--- src/rtl/mode4_adder_tree_ctrl_if.sv ---
// mode4_adder_tree_ctrl_if: start/beat handshake and adder-tree strobes between sequencer and controller
interface mode4_adder_tree_ctrl_if #(parameter int CNT_WIDTH = 8);
    logic                 start;
    logic [CNT_WIDTH-1:0] num_beats;
    logic                 in_valid;
    logic                 in_ready;
    logic                 tree_clear;
    logic                 mode4_stage2_run;
    logic                 mode4_stage1_run;
    logic                 mode4_stage0_run;
    logic                 busy;
    logic                 done;
    logic [CNT_WIDTH-1:0] beats_accepted;
    modport master (
        output start, num_beats, in_valid,
        input  in_ready, tree_clear, mode4_stage2_run, mode4_stage1_run, mode4_stage0_run,
               busy, done, beats_accepted
    );
    modport slave (
        input  start, num_beats, in_valid,
        output in_ready, tree_clear, mode4_stage2_run, mode4_stage1_run, mode4_stage0_run,
               busy, done, beats_accepted
    );
endinterface

--- src/rtl/mode4_adder_tree_ctrl.sv ---
// mode4_adder_tree_ctrl: sequences clear, beat intake and drain of the 4-input pipelined adder tree
module mode4_adder_tree_ctrl #(
    parameter int CNT_WIDTH = 8
) (
    input  logic                  clk,
    input  logic                  reset,
    mode4_adder_tree_ctrl_if.slave ctrl_if
);
    typedef enum logic [2:0] {IDLE, CLEAR, FEED, DRAIN, DONE} state_t;
    state_t               state_q, state_d;
    logic [CNT_WIDTH-1:0] remaining_q, remaining_d;
    logic [CNT_WIDTH-1:0] beats_q, beats_d;
    logic                 phase_q, phase_d;
    logic                 v1_q, v2_q;
    logic                 accept;
    assign accept = ctrl_if.in_valid && ctrl_if.in_ready;
    always_ff @(posedge clk or posedge reset) begin
        if (reset) begin
            state_q     <= IDLE;
            remaining_q <= '0;
            beats_q     <= '0;
            phase_q     <= 1'b0;
            v1_q        <= 1'b0;
            v2_q        <= 1'b0;
        end else begin
            state_q     <= state_d;
            remaining_q <= remaining_d;
            beats_q     <= beats_d;
            phase_q     <= phase_d;
            v1_q        <= accept;
            v2_q        <= v1_q;
        end
    end
    always_comb begin
        state_d     = state_q;
        remaining_d = remaining_q;
        beats_d     = beats_q;
        phase_d     = phase_q;
        case (state_q)
            IDLE: if (ctrl_if.start) begin
                state_d     = CLEAR;
                remaining_d = ctrl_if.num_beats;
                beats_d     = '0;
            end
            CLEAR: state_d = (remaining_q != '0) ? FEED : DONE;
            FEED: if (accept) begin
                remaining_d = remaining_q - CNT_WIDTH'(1);
                beats_d     = beats_q + CNT_WIDTH'(1);
                state_d     = (remaining_q == CNT_WIDTH'(1)) ? DRAIN : FEED;
            end
            // phase starts at 0 and toggles twice, so it is back at 0 for the next drain
            DRAIN: begin
                phase_d = ~phase_q;
                state_d = phase_q ? DONE : DRAIN;
            end
            DONE:    state_d = IDLE;
            default: state_d = IDLE;
        endcase
    end
    assign ctrl_if.in_ready         = state_q == FEED;
    assign ctrl_if.tree_clear       = reset || state_q == CLEAR;
    assign ctrl_if.mode4_stage2_run = accept;
    assign ctrl_if.mode4_stage1_run = v1_q;
    assign ctrl_if.mode4_stage0_run = v2_q;
    assign ctrl_if.busy             = state_q != IDLE;
    assign ctrl_if.done             = state_q == DONE;
    assign ctrl_if.beats_accepted   = beats_q;
endmodule

--- src/flat_wrapper.sv ---
// flat-port wrapper written by rule: the top's interface ports become plain ports
module mode4_adder_tree_ctrl_flat 
#(
    parameter int CNT_WIDTH = 8
)
  (clk, reset, ctrl_if_start, ctrl_if_num_beats, ctrl_if_in_valid, ctrl_if_in_ready, ctrl_if_tree_clear, ctrl_if_mode4_stage2_run, ctrl_if_mode4_stage1_run, ctrl_if_mode4_stage0_run, ctrl_if_busy, ctrl_if_done, ctrl_if_beats_accepted);
  mode4_adder_tree_ctrl_if #(.CNT_WIDTH(CNT_WIDTH)) ctrl_if_i ();
  input  logic clk;
  input  logic reset;
  input wire logic [$bits(ctrl_if_i.start)-1:0] ctrl_if_start;
  input wire logic [$bits(ctrl_if_i.num_beats)-1:0] ctrl_if_num_beats;
  input wire logic [$bits(ctrl_if_i.in_valid)-1:0] ctrl_if_in_valid;
  output wire logic [$bits(ctrl_if_i.in_ready)-1:0] ctrl_if_in_ready;
  output wire logic [$bits(ctrl_if_i.tree_clear)-1:0] ctrl_if_tree_clear;
  output wire logic [$bits(ctrl_if_i.mode4_stage2_run)-1:0] ctrl_if_mode4_stage2_run;
  output wire logic [$bits(ctrl_if_i.mode4_stage1_run)-1:0] ctrl_if_mode4_stage1_run;
  output wire logic [$bits(ctrl_if_i.mode4_stage0_run)-1:0] ctrl_if_mode4_stage0_run;
  output wire logic [$bits(ctrl_if_i.busy)-1:0] ctrl_if_busy;
  output wire logic [$bits(ctrl_if_i.done)-1:0] ctrl_if_done;
  output wire logic [$bits(ctrl_if_i.beats_accepted)-1:0] ctrl_if_beats_accepted;
  assign ctrl_if_i.start = ctrl_if_start;
  assign ctrl_if_i.num_beats = ctrl_if_num_beats;
  assign ctrl_if_i.in_valid = ctrl_if_in_valid;
  assign ctrl_if_in_ready = ctrl_if_i.in_ready;
  assign ctrl_if_tree_clear = ctrl_if_i.tree_clear;
  assign ctrl_if_mode4_stage2_run = ctrl_if_i.mode4_stage2_run;
  assign ctrl_if_mode4_stage1_run = ctrl_if_i.mode4_stage1_run;
  assign ctrl_if_mode4_stage0_run = ctrl_if_i.mode4_stage0_run;
  assign ctrl_if_busy = ctrl_if_i.busy;
  assign ctrl_if_done = ctrl_if_i.done;
  assign ctrl_if_beats_accepted = ctrl_if_i.beats_accepted;
  mode4_adder_tree_ctrl #(.CNT_WIDTH(CNT_WIDTH)) u_core (.clk(clk), .reset(reset), .ctrl_if(ctrl_if_i));
endmodule
--- config.mk ---
export PLATFORM = sky130hd
export DESIGN_NAME = mode4_adder_tree_ctrl_flat
export DESIGN_NICKNAME = d
export VERILOG_FILES = /design/src/rtl/mode4_adder_tree_ctrl_if.sv /design/src/rtl/mode4_adder_tree_ctrl.sv /design/src/flat_wrapper.sv
export SDC_FILE = /design/constraint.sdc
export NUM_CORES = 1
export LEC_CHECK = 0
export ABC_AREA = 1
export CAP_MARGIN = 20
export CORE_MARGIN = 2
export CORE_UTILIZATION = 47
export CTS_BUF_LIST = sky130_fd_sc_hd__clkbuf_2 sky130_fd_sc_hd__clkbuf_4 sky130_fd_sc_hd__clkbuf_8
export DETAILED_ROUTE_END_ITERATION = 10
export GPL_ROUTABILITY_DRIVEN = 1
export MAX_ROUTING_LAYER = met4
export PLACE_DENSITY = 0.75
export SYNTH_ARGS = -nofsm -noshare
export SYNTH_HDL_FRONTEND = slang
export SYNTH_SLANG_ARGS = --single-unit
export TNS_END_PERCENT = 100
--- constraint.sdc ---
create_clock -name clk -period 1.2 [get_ports clk]
set_input_delay 0.24 -clock clk [delete_from_list [all_inputs] [get_ports clk]]
set_output_delay 0.24 -clock clk [all_outputs]
set_load 0.05 [all_outputs]
==> impl_metrics.yaml <==
setup_path:
  critPathBufInv: 2
  crit_path_end_kind: "primary output"
  startpoint_type: "flip-flop"
  required_ns: 0.96
  cp_top_family: "flip-flops"
  critPathKind: "flip-flop to primary output"
  max_stage_delay_ns: 0.47
  cp.arrival_ns: 1.40
  worst_path_max_delay_cell: "dfrtp_2"
  worstPathCellList: "buf_6 > nand3b_1 > nand2_4 > buf_12"
  crit_fanout: 4
global_routing:
  grt_pass1_vias: 1498
  grt_pass1_wl_um: 6850
  grt_max_degree: 23
  grt_remaining_overflow: 0
  antenna_found_initial: 0
  track_usage_pct: 28.1
floorplanning:
  core_area_um2: 2710
  start_util_pct: 48.7
  die_w_um: 57.0
  die_area_um2: 3250
  die_height_um: 57.0
  num_io_pins: 27
  placement_rows: 19
clocking:
  numCtsBuffers: 3
  clk_pin_slew_worst_paths_ns: 0.14
  worstSkewPairLatency_ns: 0.33
  cts-root-buf: "clkbuf_4"
  cts_tree: "built"
  hold_buffers: 0
  clock-sinks: 22
  cts_max_level: 1
  clockBufferDepth: 2
placement:
  hpwl_um: 2600
  dp_cells: 256
  io_buffers: 26
  gp_congestion: 0.878
  pre_cts_ws_ns: -0.257
yosys:
  synthCells: 182
  ys_seq_area_share_pct: 41.7
  synth.cell_area_um2: 1320
  synth_warnings: 0
  synth_largest_area_cell: "dfrtp_1"
  synthFlopType: "dfrtp_1"
  syn_avg_cell_area_um2: 7.25
  ys_types: 27
  synth_nets: 197
  synth-edff-count: 0
  ys_seq_elements: 22
  synth_area_leaders: "dfrtp_1, nand2_1, inv_1"
  synth_top_area_share_pct: 41.7
  ys_async_sr_fraction_pct: 100
cells_and_area:
  nets: 263
  stdcell_count: 278
  antennaDiodeCount: 0
  drive_gt1_share_pct: 46.6
  syn2layout_area_growth_pct: 78.0
  fillers: 123
timing:
  rsz0062_at_grt: "true"
  hold_viol: 0
  setup_violations: 28
  fmax_mhz: 610
  post-route-period-util_pct: 137
  fin_skew_ns: 0.00669
  min_period_ns: 1.64
  finalWorstSetupSlack_ns: -0.438
  tightest_slew_ns: 0.359
  whs_ns: 0.382
  slew_violations: 0
  slew_headroom_pct: 75.9
status:
  status: "complete, but fails checks"
  violations: "negative setup slack"
routing:
  wl_per_cell_um: 18.6
  initialDrtViolationCount: 139
  wl_met1_um: 1970
  wl_met2_um: 2710
  wl_met3_um: 342
  drtAntennaViolNets: 0
  finalWirelength_um: 5170
  avgViaCountPerCell: 5.82
  vias: 1619
  highest_layer: "met4"
  firstDrtPassIters: 6
  drc: 0
power:
  internal_power_mw: 3.43
  p_seq_share_pct: 20.8
  power_density_nw_per_um2: 2800
  power_mw: 6.57
  p_sw_share_pct: 47.9
  peakVddDrop_mv: 2.28
  power.leakage_nw: 1.13
  power_frac_clock_pct: 9.2
  combinationalPowerShare_pct: 70.1
  switchingPower_mw: 3.15
job:
  maxCapViolCount: 0
min_path:
  min_path_type: "primary input to asynchronous set/reset pin"
## layer usage
metal,track usage [%],vias to the layer above
li1,-,706
met1,33.4,779
met2,46.8,106
met3,4.31,28
met4,13.0,0
met5,-,-
## registers in the layout (all words and copies together) (netlist names)
register,cells
u_core.ctrl_if.mode4_stage0_run,1
u_core.ctrl_if.mode4_stage1_run,1
u_core.ctrl_if.beats_accepted,8
u_core.phase_q,1
u_core.remaining_q,8
u_core.state_q,3
## cell type report
cell class	count	area, um2	area share (%)
clock inverter	1	30.0	1.28
tap	31	38.8	1.65
multi-input combinational	128	835	35.6
sequential	22	561	23.9
clock buffer	3	22.5	0.959
timing repair buffer	63	736	31.3
inverter	30	125	5.33
## cell usage after synthesis, types with 3 or more instances
cell type   n
ha_1        3
inv_1      29
o211ai_1    3
buf_6       3
dfrtp_1    22
nor2_1     21
nand2_1    56
o21ai_1     3
nor3_1      3
a21oi_1     4
o21ai_0    10
nand4_1     3
nand3_1     8
## what timing repair did
action                                  in CTS  in global routing
endpoints found under the setup margin      28                 32
gates resized for setup                     38                 29
buffers inserted                             9                 10
pin swaps                                   13                 15
cloned                                       1                  0
## power by group through the flow
stage                     combinational, mW  sequential (mW)  clock, mW
after floorplan                        1.78             1.50          0
after global placement                 3.15             1.28          0
after detailed placement               3.24             1.30          0
after CTS                              3.85             1.31      0.589
after global routing                   4.85             1.37      0.626
final                                  4.60             1.37      0.603
## metrics by stage
step / setup TNS (ns) / utilization, % / cell area (um2)
2_1_floorplan: -0.295 / - / 1400
3_3_place_gp: -3.43 / 71.7 / 1940
3_5_place_dp: -4.06 / 71.7 / 1940
4_1_cts: -4.31 / 80.2 / 2170
5_1_grt: -7.86 / 86.6 / 2350
6_report: -6.52 / 86.6 / 2350
## cells in the final DEF, fill, tap and decap left out, types with 3 or more instances in the layout
cell | netlist | final
o21ai_0 | 10 | 4
o21ai_1 | 3 | 4
buf_6 | 3 | 14
nor2_1 | 21 | 15
clkdlybuf4s50_1 | 0 | 11
nand2_1 | 56 | 43
dfrtp_1 | 22 | 14
clkbuf_4 | 0 | 3
nand4_1 | 3 | 3
nand3_1 | 8 | 5
o211ai_1 | 3 | 3
nand3_2 | 1 | 3
nor2_2 | 1 | 3
dfrtp_2 | 0 | 8
buf_4 | 0 | 23
o21ai_2 | 0 | 5
nand2_2 | 1 | 6
buf_12 | 0 | 14
a21oi_2 | 1 | 3
nand2_4 | 1 | 9
inv_1 | 29 | 21
inv_2 | 1 | 5
nor2_4 | 1 | 5
## cell families (layout without fill, tap and decap cells)
family                     Yosys count  count (layout)  synth area share, %
and+or+nand+nor                     99             100                 33.3
buffers and inverters               33              97                 11.1
AOI/OAI and AO/OA                   25              25                 11.0
DFF                                 22              22                 41.7
adders and majority gates            3               3                 2.85
## worst paths after layout
kind	cells after the start	endpoint	startpoint	slack (ns)
min in group clk	0	u_core.ctrl_if.mode4_stage0_run	u_core.ctrl_if.mode4_stage1_run	0.47
setup / recovery	4	ctrl_if_tree_clear	u_core.state_q[1]	-0.44
hold / removal	3	u_core.ctrl_if.mode4_stage0_run	reset	0.38
max in group asynchronous	3	u_core.state_q[1]	reset	0.56
setup reg to reg	8	u_core.remaining_q[1]	u_core.state_q[0]	-0.32
hold reg to reg	0	u_core.ctrl_if.mode4_stage0_run	u_core.ctrl_if.mode4_stage1_run	0.47
## tightest hold or removal path: stages
cell and delay, ns:
clkdlybuf4s50_1 0.44, clkinvlp_4 0.13, buf_4 0.31
Power figures use the tool's default switching activity.
